===== config.mk =====
export PLATFORM = sky130hd
export DESIGN_NAME = contour_fill_flat
export DESIGN_NICKNAME = d
export VERILOG_FILES = /design/src/rtl/contour_fill_if.sv /design/src/rtl/contour_fill.sv /design/src/flat_wrapper.sv
export SDC_FILE = /design/constraint.sdc
export NUM_CORES = 1
export LEC_CHECK = 0
export BUFFER_PORTS_ARGS = -buffer_cell sky130_fd_sc_hd__buf_2
export CAP_MARGIN = 20
export CORE_UTILIZATION = 60
export CTS_BUF_LIST = sky130_fd_sc_hd__clkbuf_8 sky130_fd_sc_hd__clkbuf_16
export DETAILED_ROUTE_END_ITERATION = 10
export GPL_TIMING_DRIVEN = 0
export PLACE_DENSITY_LB_ADDON = 0.15
export SLEW_MARGIN = 20
export SYNTH_ARGS = -nofsm -noshare
export SYNTH_HDL_FRONTEND = slang
export SYNTH_SLANG_ARGS = --single-unit

===== constraint.sdc =====
create_clock -name clk -period 15.2 [get_ports clk]
set_clock_uncertainty 0.2 [all_clocks]
set_input_delay 2.28 -clock clk [delete_from_list [all_inputs] [get_ports clk]]
set_output_delay 2.28 -clock clk [all_outputs]
set_load 0.01 [all_outputs]

===== src/rtl/contour_fill_if.sv =====
// Contour-fill handshake bundle: contour in, filled image out.
// Producer/consumer side is master; the fill engine is slave.
interface contour_fill_if #(
  parameter int W = 10,
  parameter int H = 10
);
  localparam int N  = W * H;
  localparam int IW = $clog2(N + 1);

  logic [N-1:0]  contour;
  logic          in_valid;
  logic          in_ready;
  logic [N-1:0]  img;
  logic          out_valid;
  logic          out_ready;
  logic          busy;
  logic [IW-1:0] iter_count;

  modport master (
    output contour, in_valid, out_ready,
    input  in_ready, img, out_valid,
    input  busy, iter_count
  );

  modport slave (
    input  contour, in_valid, out_ready,
    output in_ready, img, out_valid,
    output busy, iter_count
  );
endinterface


===== src/rtl/contour_fill.sv =====
// Fills closed contours by flooding the outside from the border;
// whatever the flood cannot reach (contour + interior) is the image.
module contour_fill #(
  parameter int W = 10,
  parameter int H = 10
) (
  input  logic          clk,
  input  logic          rst,
  contour_fill_if.slave io
);
  localparam int N  = W * H;
  localparam int IW = $clog2(N + 1);

  typedef enum logic [1:0] {
    IDLE, SEED, GROW, DONE
  } state_t;

  function automatic logic [N-1:0] col_mask(
    input int c
  );
    logic [N-1:0] m;
    m = '0;
    for (int r = 0; r < H; r++) m[r*W+c] = 1'b1;
    return m;
  endfunction

  function automatic logic [N-1:0] row_mask(
    input int r
  );
    logic [N-1:0] m;
    m = '0;
    for (int c = 0; c < W; c++) m[r*W+c] = 1'b1;
    return m;
  endfunction

  localparam logic [N-1:0] COL0 = col_mask(0);
  localparam logic [N-1:0] COLL = col_mask(W - 1);
  localparam logic [N-1:0] BORDER =
    row_mask(0) | row_mask(H - 1) | COL0 | COLL;

  state_t        st, st_nxt;
  logic [N-1:0]  c_q, o_q, img_q;
  logic [N-1:0]  nbr, o_nxt;
  logic [IW-1:0] iter_q;
  logic          cap, seed, grow, fin, last;

  // column masks stop horizontal shifts wrapping between rows
  always_comb begin
    nbr = ((o_q << 1) & ~COL0)
        | ((o_q >> 1) & ~COLL)
        | (o_q << W)
        | (o_q >> W);
    o_nxt = o_q | (nbr & ~c_q);
    last  = (o_nxt == o_q)
         || (iter_q == IW'(N - 1));
  end

  always_ff @(posedge clk or posedge rst) begin
    if (rst) st <= IDLE;
    else     st <= st_nxt;
  end

  always_comb begin
    st_nxt = st;
    cap    = 1'b0;
    seed   = 1'b0;
    grow   = 1'b0;
    fin    = 1'b0;
    unique case (1'b1)
      (st == IDLE): begin
        if (io.in_valid) begin
          cap    = 1'b1;
          st_nxt = SEED;
        end
      end
      (st == SEED): begin
        seed   = 1'b1;
        st_nxt = GROW;
      end
      (st == GROW): begin
        grow = 1'b1;
        if (last) begin
          fin    = 1'b1;
          st_nxt = DONE;
        end
      end
      (st == DONE): begin
        if (io.out_ready) st_nxt = IDLE;
      end
      default: st_nxt = IDLE;
    endcase
  end

  always_ff @(posedge clk or posedge rst) begin
    if (rst) begin
      c_q    <= '0;
      o_q    <= '0;
      img_q  <= '0;
      iter_q <= '0;
    end else begin
      if (cap) begin
        c_q    <= io.contour;
        iter_q <= '0;
      end
      if (seed) o_q <= BORDER & ~c_q;
      if (grow) begin
        o_q    <= o_nxt;
        iter_q <= iter_q + IW'(1);
      end
      if (fin) img_q <= ~o_nxt;
    end
  end

  assign io.in_ready   = (st == IDLE);
  assign io.out_valid  = (st == DONE);
  assign io.busy       = (st != IDLE);
  assign io.img        = img_q;
  assign io.iter_count = iter_q;
endmodule


===== src/flat_wrapper.sv =====
// flat-port wrapper written by rule: the top's interface ports become plain ports
module contour_fill_flat 
#(
  parameter int W = 10,
  parameter int H = 10
)
  (clk, rst, io_contour, io_in_valid, io_out_ready, io_in_ready, io_img, io_out_valid, io_busy, io_iter_count);
  contour_fill_if #(.W(W), .H(H)) io_i ();
  input  logic clk;
  input  logic rst;
  input wire logic [$bits(io_i.contour)-1:0] io_contour;
  input wire logic [$bits(io_i.in_valid)-1:0] io_in_valid;
  input wire logic [$bits(io_i.out_ready)-1:0] io_out_ready;
  output wire logic [$bits(io_i.in_ready)-1:0] io_in_ready;
  output wire logic [$bits(io_i.img)-1:0] io_img;
  output wire logic [$bits(io_i.out_valid)-1:0] io_out_valid;
  output wire logic [$bits(io_i.busy)-1:0] io_busy;
  output wire logic [$bits(io_i.iter_count)-1:0] io_iter_count;
  assign io_i.contour = io_contour;
  assign io_i.in_valid = io_in_valid;
  assign io_i.out_ready = io_out_ready;
  assign io_in_ready = io_i.in_ready;
  assign io_img = io_i.img;
  assign io_out_valid = io_i.out_valid;
  assign io_busy = io_i.busy;
  assign io_iter_count = io_i.iter_count;
  contour_fill #(.W(W), .H(H)) u_core (.clk(clk), .rst(rst), .io(io_i));
endmodule

==> results of run 1 <==
## synthesized netlist by cell type (4+ instances only)
master,instances,area share
o31ai_1,6,0.0032
mux2_4,100,0.11
dfrtp_1,309,0.54
nand2_1,16,0.0042
inv_1,7,0.0018
buf_12,11,0.015
o21ai_0,38,0.013
mux2_2,100,0.079
nor3_1,121,0.042
buf_1,7,0.0018
nor4_1,80,0.035
a21oi_1,133,0.047
o32ai_1,4,0.0025
ha_1,5,0.0044
nor2_1,264,0.069
clkbuf_1,30,0.0079
## registers in the layout, summed over array words and instances (netlist names)
name and flops:
u_core.c_q 100, u_core.st 2, u_core.io.img 100, u_core.o_q 100
u_core.io.iter_count 7
## per-layer routing
metal / vias up / share of wire / global-route usage
met5: - / 0 / 0
met4: 0 / 0.040 / 0.1447
met3: 137 / 0.10 / 0.05649
met2: 759 / 0.45 / 0.5332
met1: 5789 / 0.40 / 0.4922
li1: 5112 / - / -
## worst max-delay path: cells and delay by family
| family | cells | cell delay, ps |
|---|---|---|
| buffers and inverters | 3 | 1320 |
| muxes | 1 | 420 |
| and+or+nand+nor | 1 | 390 |
## layout make-up
cell class              instances  area [um^2]  area share
clock inverters                17        78.83    0.004680
plain buffers                  48        359.1     0.02132
repair buffers                215         1121     0.06656
well taps                     319        399.1     0.02370
multi-input cells             908         6152      0.3652
clock buffers                  40        967.2     0.05742
inverters                       7        33.78    0.002006
flip-flops and latches        309         7732      0.4591
## power by group
group / total (mW) / switching [mW] / internal, mW
logic: 1.48 / 0.891 / 0.584
registers: 1.57 / 0.448 / 1.12
clock network: 0.781 / 0.330 / 0.451
total: 3.83 / 1.67 / 2.16
## kinds of logic after synthesis
logic type,synth area share
multiplexers,0.1841
adder cells (fa/ha/maj),0.004384
AND/OR/NAND/NOR,0.1680
AO/OA/AOI/OAI,0.07462
buffers and inverters,0.02701
flip-flops,0.5419
## worst paths after layout
path | startpoint | to | slack (ps) | cells past startpoint
setup / recovery | io_in_valid | u_core.c_q[28] | 10970 | 5
hold / removal | u_core.c_q[9] | u_core.o_q[9] | 280 | 1
setup reg to reg | u_core.o_q[72] | u_core.io.img[29] | 11680 | 9
hold reg to reg | u_core.c_q[9] | u_core.o_q[9] | 280 | 1
max in group asynchronous | rst | u_core.o_q[20] | 12100 | 3
min in group asynchronous | rst | u_core.o_q[53] | 1710 | 2
==> impl_metrics.env, run 1 <==
export IMPL_drive_gt1_frac=0.3187
export IMPL_drt_wirelength_per_cell_um=22.39
export IMPL_netlist_area_um2=14270
export IMPL_yosys_most_used_dff="dfrtp_1"
export IMPL_mostFrequentLayoutCell="dfrtp_1"
export IMPL_synth_seq_cells=309
export IMPL_ant_nets=0
export IMPL_port_buffer_count=213
export IMPL_cts_setup_buffers=0
export IMPL_cts_resized=0
export IMPL_total_power_mw=3.826
export IMPL_cts_tree="built"
export IMPL_syn_area_per_cell_um2=11.22
export IMPL_pin_count=214
export IMPL_viasPerCell=6.332
export IMPL_initial_core_util=0.6098
export IMPL_start_kind="input port"
export IMPL_rows=56
export IMPL_cp_max_fo=10
export IMPL_antenna_found_initial=0
export IMPL_cp_required_ps=15390
export IMPL_firstDrtPassIters=6
export IMPL_outcome="complete, no violations"
export IMPL_clock_fmax_mhz=236.6
export IMPL_clk_pin_slew_worst_paths_ps=60
export IMPL_post_place_ws_ps=10500
export IMPL_routed_wl_mm=41.71
export IMPL_synthArstFlopShare=1.000
export IMPL_layout_min_cycle_time_ps=4226
export IMPL_final_core_util=0.7197
export IMPL_ctsHoldBuffers=0
export IMPL_drt_iter0_markers=1517
export IMPL_grt_pass1_wl_mm=63.42
export IMPL_placedCellCount=1806
export IMPL_cts_root_buffer="clkbuf_16"
export IMPL_vdd_drop_max_mv=0.1036
export IMPL_place_gp_congestion=0.9228
export IMPL_fin_hold_ws_ps=278.4
export IMPL_cts_buffer_depth=3
export IMPL_worstSetupEndpointType="flop"
export IMPL_fin_ws_ps=10970
export IMPL_cts_buffers=34
export IMPL_core_area_um2=23400
export IMPL_final_cell_area_um2=16840
export IMPL_via_count=11797
export IMPL_timing_final_max_slew_violations=0
export IMPL_pwr_density_cell_nw_per_um2=227.1
export IMPL_synthCells=1272
export IMPL_synth_edf_count=0
export IMPL_hp_class="reg2reg"
export IMPL_syn_to_final_growth_pct=18.04
export IMPL_die_w_um=156.2
export IMPL_n_fill_cell=1723
export IMPL_final_cell_mix="dfrtp_1 (309), nor2_1 (264), buf_2 (213)"
export IMPL_overflow=0
export IMPL_clk_latency_ps=510
export IMPL_cp_cell_sequence="buf_2 > nand2_1 > buf_1 > clkbuf_1 > mux2_2"
export IMPL_path_class="in2reg"
export IMPL_setup_viol=0
export IMPL_placed_cell_area_um2=15800
export IMPL_die_area_um2=24400
export IMPL_finalNonFillerCells=1863
export IMPL_fin_crit_sh=0.2780
export IMPL_grtUsageTotal=0.3469
export IMPL_setup_tns_ps=0
export IMPL_synth_fp_nets=1381
export IMPL_grt_setup_unrepaired="no"
export IMPL_p_leak_nw=7.632
export IMPL_maxCapViolations=0
export IMPL_arrival_ps=4420
export IMPL_ys_types=41
export IMPL_dpl_hpwl_mm=30.26
export IMPL_cp_slowest_cell="clkbuf_1"
export IMPL_tightestPinTransition_ps=746.8
export IMPL_grt_max_degree=106
export IMPL_drc=0
export IMPL_htree_num_levels=2
export IMPL_antenna_cells=0
export IMPL_ys_seq_area_frac=0.5419
export IMPL_die_height_um=156.2
export IMPL_yosysWarnings=0
export IMPL_hold_violations=0
export IMPL_clock_sinks=309
export IMPL_finalNetCount=1632
export IMPL_slowest_delay_ps=630
export IMPL_maxSlewHeadroom=0.5021
export IMPL_grt_pass1_vias=11161
Note: power is estimated with default switching activity, not from simulation.
==> run 2: changes to the inputs <==
- ABC_AREA: default -> 1
- CORE_UTILIZATION: 60 -> 52
- clock period: 15.2 -> 3.7 ns (I/O delays scaled with it)
==> impl_metrics.env, run 2 <==
export IMPL_netlist_top_cells_count="nand2_1 (469), dfrtp_1 (309), nor2_1 (251)"
export IMPL_finalNetCount=2226
export IMPL_fin_crit_sh=0.9066
export IMPL_path_class="reg2reg"
export IMPL_routed_wl_mm=45.23
export IMPL_synth_seq_cells=309
export IMPL_final_seq_area_um2=7732
export IMPL_grt_pass1_vias=13150
export IMPL_antenna_cells=0
export IMPL_start_kind="flop"
export IMPL_whs_path_depth=2
export IMPL_viasPerCell=5.431
export IMPL_maxSlewHeadroom=0.2828
export IMPL_worstSetupEndpointType="flop"
export IMPL_die_w_um=169.3
export IMPL_firstDrtPassIters=6
export IMPL_clock_sinks=309
export IMPL_yosys_most_used_dff="dfrtp_1"
export IMPL_cts_root_buffer="clkbuf_16"
export IMPL_netlist_top_cells_area="dfrtp_1 (53%), nand2_1 (12%), nor2_1 (6.5%), nand3_1 (6.0%), inv_1 (5.5%)"
export IMPL_final_core_util=0.6438
export IMPL_port_buffer_count=213
export IMPL_yosysTopAreaCellShare=0.5311
export IMPL_antenna_found_initial=0
export IMPL_clk_pin_slew_worst_paths_ps=60
export IMPL_maxCapViolations=0
export IMPL_placedCellCount=2452
export IMPL_clk_latency_ps=510
export IMPL_arrival_ps=3520
export IMPL_setup_viol=0
export IMPL_finalNonFillerCells=2515
export IMPL_hp_class="in2reg"
export IMPL_drc=0
export IMPL_r2r_cells=6
export IMPL_clock_fmax_mhz=298.1
export IMPL_layout_min_cycle_time_ps=3354
export IMPL_timing_rr_end="u_core.c_q[42]"
export IMPL_synth_fp_nets=1966
export IMPL_synth_most_common_cell="nand2_1"
export IMPL_drt_wirelength_per_cell_um=17.99
export IMPL_r2r_start="u_core.st[0]"
export IMPL_cp_max_fo=10
export IMPL_yosysWarnings=0
export IMPL_initial_core_util=0.5357
export IMPL_grt_setup_unrepaired="no"
export IMPL_ctsHoldBuffers=1
export IMPL_mostFrequentLayoutCell="nand2_1"
export IMPL_core_area_um2=27180
export IMPL_multi_input_area_um2=5613
export IMPL_worstHoldStart="io_contour[96]"
export IMPL_vdd_drop_max_mv=0.5087
export IMPL_netlist_area_um2=14560
export IMPL_place_gp_congestion=0.9642
export IMPL_rows=60
export IMPL_die_height_um=169.3
export IMPL_r2r_setup_slack_ps=350
export IMPL_cp_required_ps=3860
export IMPL_drt_iter0_markers=1244
export IMPL_synth_fa_ha_area_frac=0.004297
export IMPL_grt_pass1_wl_mm=70.50
export IMPL_syn_area_per_cell_um2=7.840
export IMPL_grt_max_degree=35
export IMPL_synth_top_cell_by_area="dfrtp_1"
export IMPL_fin_hold_ws_ps=71.80
export IMPL_cts_buffers=34
export IMPL_drive_gt1_frac=0.1563
export IMPL_synthCells=1857
export IMPL_cts_resized=0
export IMPL_final_cell_mix="nand2_1 (469), dfrtp_1 (309), nor2_1 (251)"
export IMPL_hold_violations=0
export IMPL_cts_tree="built"
export IMPL_total_power_mw=15.31
export IMPL_tightestPinTransition_ps=1076
export IMPL_synthArstFlopShare=1.000
export IMPL_min_to="u_core.c_q[96]"
export IMPL_ys_seq_area_frac=0.5311
export IMPL_syn_to_final_growth_pct=20.17
export IMPL_n_fill_cell=2418
export IMPL_overflow=0
export IMPL_ant_nets=0
export IMPL_via_count=13660
export IMPL_synth_mux_area_frac=0.003867
export IMPL_yosys_area_share_simple=0.2482
export IMPL_cts_setup_buffers=0
export IMPL_die_area_um2=28670
export IMPL_synth_edf_count=0
export IMPL_synth_compound_area_frac=0.1292
export IMPL_grtUsageTotal=0.3218
export IMPL_pwr_density_cell_nw_per_um2=874.9
export IMPL_ys_types=21
export IMPL_p_leak_nw=9.617
export IMPL_synth_xor_area_frac=0
export IMPL_pin_count=214
export IMPL_synth_top_family_by_area="simple AND/OR/NAND/NOR gates"
export IMPL_dpl_hpwl_mm=34.38
export IMPL_htree_num_levels=2
export IMPL_outcome="complete, no violations"
export IMPL_timing_final_max_slew_violations=0
export IMPL_cts_buffer_depth=3
[run 2: cell types whose count changed in the layout (fill, tap and decap cells not counted), moves of 32 or more]
cell,change
a21oi_1,-32
o22ai_1,+34
nand3_1,+172
inv_1,+204
o21ai_1,+60
mux2_2,-95
nor3_1,-119
mux2_4,-100
nor4_1,-80
o21ai_0,+76
nand2_1,+453
[run 2: worst max-delay path by stage]
stage | startpoint | end | slack, ps | cells after the start
global placement | rst | u_core.c_q[24] | -3080 | 2
finish | u_core.st[0] | u_core.c_q[42] | 350 | 6
global route | u_core.st[0] | u_core.c_q[49] | 270 | 6
detailed placement | u_core.st[0] | u_core.c_q[42] | 440 | 6
CTS | u_core.st[0] | u_core.c_q[42] | 420 | 6
floorplan | rst | u_core.c_q[0] | -1170 | 1
[run 2: per-stage QoR]
step           cell area (um^2)  TNS, ps  setup WS (ps)
2_1_floorplan             14560  -360890          -1168
3_3_place_gp              16090  -943300          -3079
3_5_place_dp              16290        0          438.5
4_1_cts                   17500        0          423.7
5_1_grt                   17500        0          267.6
6_report                  17500        0          345.6
[run 2: layout make-up]
| type | count | area share |
|---|---|---|
| Clock inverter | 16 | 0.008081 |
| Tap cell | 372 | 0.02660 |
| Timing Repair Buffer | 224 | 0.07295 |
| Multi-Input combinational cell | 1253 | 0.3208 |
| Buffer | 80 | 0.02324 |
| Sequential cell | 309 | 0.4420 |
| Clock buffer | 46 | 0.06000 |
| Inverter | 215 | 0.04634 |
[run 2: cells by family (layout without fill, tap and decap cells)]
| logic type | after synthesis | in the layout |
|---|---|---|
| flops | 309 | 309 |
| buf+inv | 295 | 581 |
| compound gates | 343 | 343 |
| simple gates | 900 | 900 |
| mux | 5 | 5 |
| fa+ha+maj | 5 | 5 |
[run 2: routing by layer]
metal,track usage,up-vias,wire [um]
met3,0.05271,71,3265
li1,-,6487,-
met2,0.5072,507,20630
met4,0.1022,0,1195
met5,0,-,0
met1,0.4559,6595,20140
[run 2: critical path: stages, from the launching register on]
cell      delay (ps)
dfrtp_1          420
inv_1            100
ha_1             270
nand2_1          620
clkbuf_1         860
clkbuf_1         570
a21oi_1          160
[run 2: power breakdown]
group          switching [mW]  internal (mW)  total (mW)
registers               0.528           4.34        4.86
clock network            1.39           2.13        3.53
logic                    5.04           1.88        6.92
==> run 3: changes to the inputs <==
- CELL_PAD_IN_SITES_DETAIL_PLACEMENT: default -> 2
- CELL_PAD_IN_SITES_GLOBAL_PLACEMENT: default -> 2
- CORE_UTILIZATION: 52 -> 30
==> impl_metrics.env, run 3 (synthesized netlist as in run 2, its figures left out) <==
export IMPL_outcome="complete, no violations"
export IMPL_ant_nets=0
export IMPL_cp_max_fo=10
export IMPL_die_area_um2=49420
export IMPL_antenna_cells=0
export IMPL_tightestPinTransition_ps=985.1
export IMPL_worstSetupEndpointType="flop"
export IMPL_arrival_ps=3620
export IMPL_grt_use_met1=0.3128
export IMPL_cts_buffer_depth=3
export IMPL_htree_num_levels=2
export IMPL_grt_pass1_vias=15704
export IMPL_path_class="reg2reg"
export IMPL_rows=80
export IMPL_n_fill_cell=5586
export IMPL_final_cell_mix="nand2_1 (469), dfrtp_1 (309), nor2_1 (251)"
export IMPL_setup_tns_ps=0
export IMPL_grtUsageTotal=0.2466
export IMPL_placedCellCount=2696
export IMPL_grt_pass1_wl_mm=93.05
export IMPL_initial_core_util=0.3043
export IMPL_clock_fmax_mhz=298.3
export IMPL_maxSlewHeadroom=0.3417
export IMPL_pwr_density_cell_nw_per_um2=911.8
export IMPL_pin_count=214
export IMPL_hp_class="in2reg"
export IMPL_fin_ws_ps=347.5
export IMPL_port_buffer_count=213
export IMPL_hold_violations=0
export IMPL_syn_to_final_growth_pct=23.61
export IMPL_placed_cell_area_um2=16620
export IMPL_grt_max_degree=33
export IMPL_vdd_drop_max_mv=0.2850
export IMPL_total_power_mw=16.41
export IMPL_routed_wl_mm=59.61
export IMPL_post_place_ws_ps=260.2
export IMPL_cp_required_ps=3970
export IMPL_grt_setup_unrepaired="no"
export IMPL_use_met2=0.4276
export IMPL_core_area_um2=47850
export IMPL_overflow=0
export IMPL_finalNonFillerCells=2763
export IMPL_p_leak_nw=9.728
export IMPL_antenna_found_initial=2
export IMPL_mostFrequentLayoutCell="nand2_1"
export IMPL_final_cell_area_um2=18000
export IMPL_clock_sinks=309
export IMPL_clk_pin_slew_worst_paths_ps=60
export IMPL_clk_latency_ps=560
export IMPL_maxCapViolations=0
export IMPL_cts_tree="built"
export IMPL_use_met3=0.03081
export IMPL_drive_gt1_frac=0.1583
export IMPL_cts_root_buffer="clkbuf_16"
export IMPL_place_gp_congestion=0.8545
export IMPL_dpl_hpwl_mm=45.96
export IMPL_cts_setup_buffers=0
export IMPL_start_kind="flop"
export IMPL_via_count=13854
export IMPL_fin_hold_ws_ps=38.99
export IMPL_final_core_util=0.3761
export IMPL_timing_final_max_slew_violations=0
export IMPL_busiest_layer="met2"
export IMPL_firstDrtPassIters=7
export IMPL_die_height_um=222.3
export IMPL_setup_viol=0
export IMPL_cts_buffers=39
export IMPL_finalNetCount=2232
export IMPL_fin_crit_sh=0.9061
export IMPL_drt_wirelength_per_cell_um=21.57
export IMPL_cts_resized=0
export IMPL_die_w_um=222.3
export IMPL_layout_min_cycle_time_ps=3353
export IMPL_drc=0
export IMPL_drt_iter0_markers=524
export IMPL_viasPerCell=5.014
[run 3: worst max-delay path, stage by stage, from the launching register on]
cell and delay (ps):
dfrtp_1 410, inv_1 90, ha_1 270, nand2_1 750, clkbuf_1 730, clkbuf_1 490, nor2_1 170, a21oi_1 150
[run 3: area by class of cell]
cell class / count / area [um^2] / share of cell area
Clock inverter: 17 / 230.2 / 0.01279
Inverter: 215 / 810.8 / 0.04505
Sequential cell: 309 / 7732 / 0.4297
Buffer: 80 / 407.9 / 0.02267
Clock buffer: 49 / 1136 / 0.06313
Timing Repair Buffer: 225 / 1296 / 0.07203
Tap cell: 615 / 769.5 / 0.04276
Multi-Input combinational cell: 1253 / 5613 / 0.3119
[run 3: power breakdown]
part / total [mW] / internal (mW) / switching [mW]
Clock: 4.13 / 2.57 / 1.56
Combinational: 7.37 / 1.88 / 5.50
Sequential: 4.90 / 4.34 / 0.564
Total: 16.4 / 8.79 / 7.62
[run 3: metal layers]
metal	routed length (um)	share of wire	vias up
met3	1910	0.032	93
met5	0	0	-
li1	-	-	6475
met2	29290	0.49	241
met1	26390	0.44	7045
met4	2019	0.034	0
[run 3: timing repair]
| item | CTS | global route |
|---|---|---|
| endpoints found under the hold margin | 56 | 0 |
| hold buffers | 1 | 0 |
| setup endpoints to repair | 0 | 0 |
[run 3: path summary, 6_finish.rpt]
kind	startpoint	end	cells past startpoint	slack (ps)
max in group asynchronous	rst	u_core.c_q[17]	7	1910
worst min register to register	u_core.io.img[35]	u_core.io.img[35]	2	280
worst min-delay path	io_contour[53]	u_core.c_q[53]	3	40
worst max-delay path	u_core.st[0]	u_core.c_q[8]	7	350
worst max register to register	u_core.st[0]	u_core.c_q[8]	7	350
min in group asynchronous	rst	u_core.c_q[82]	3	260
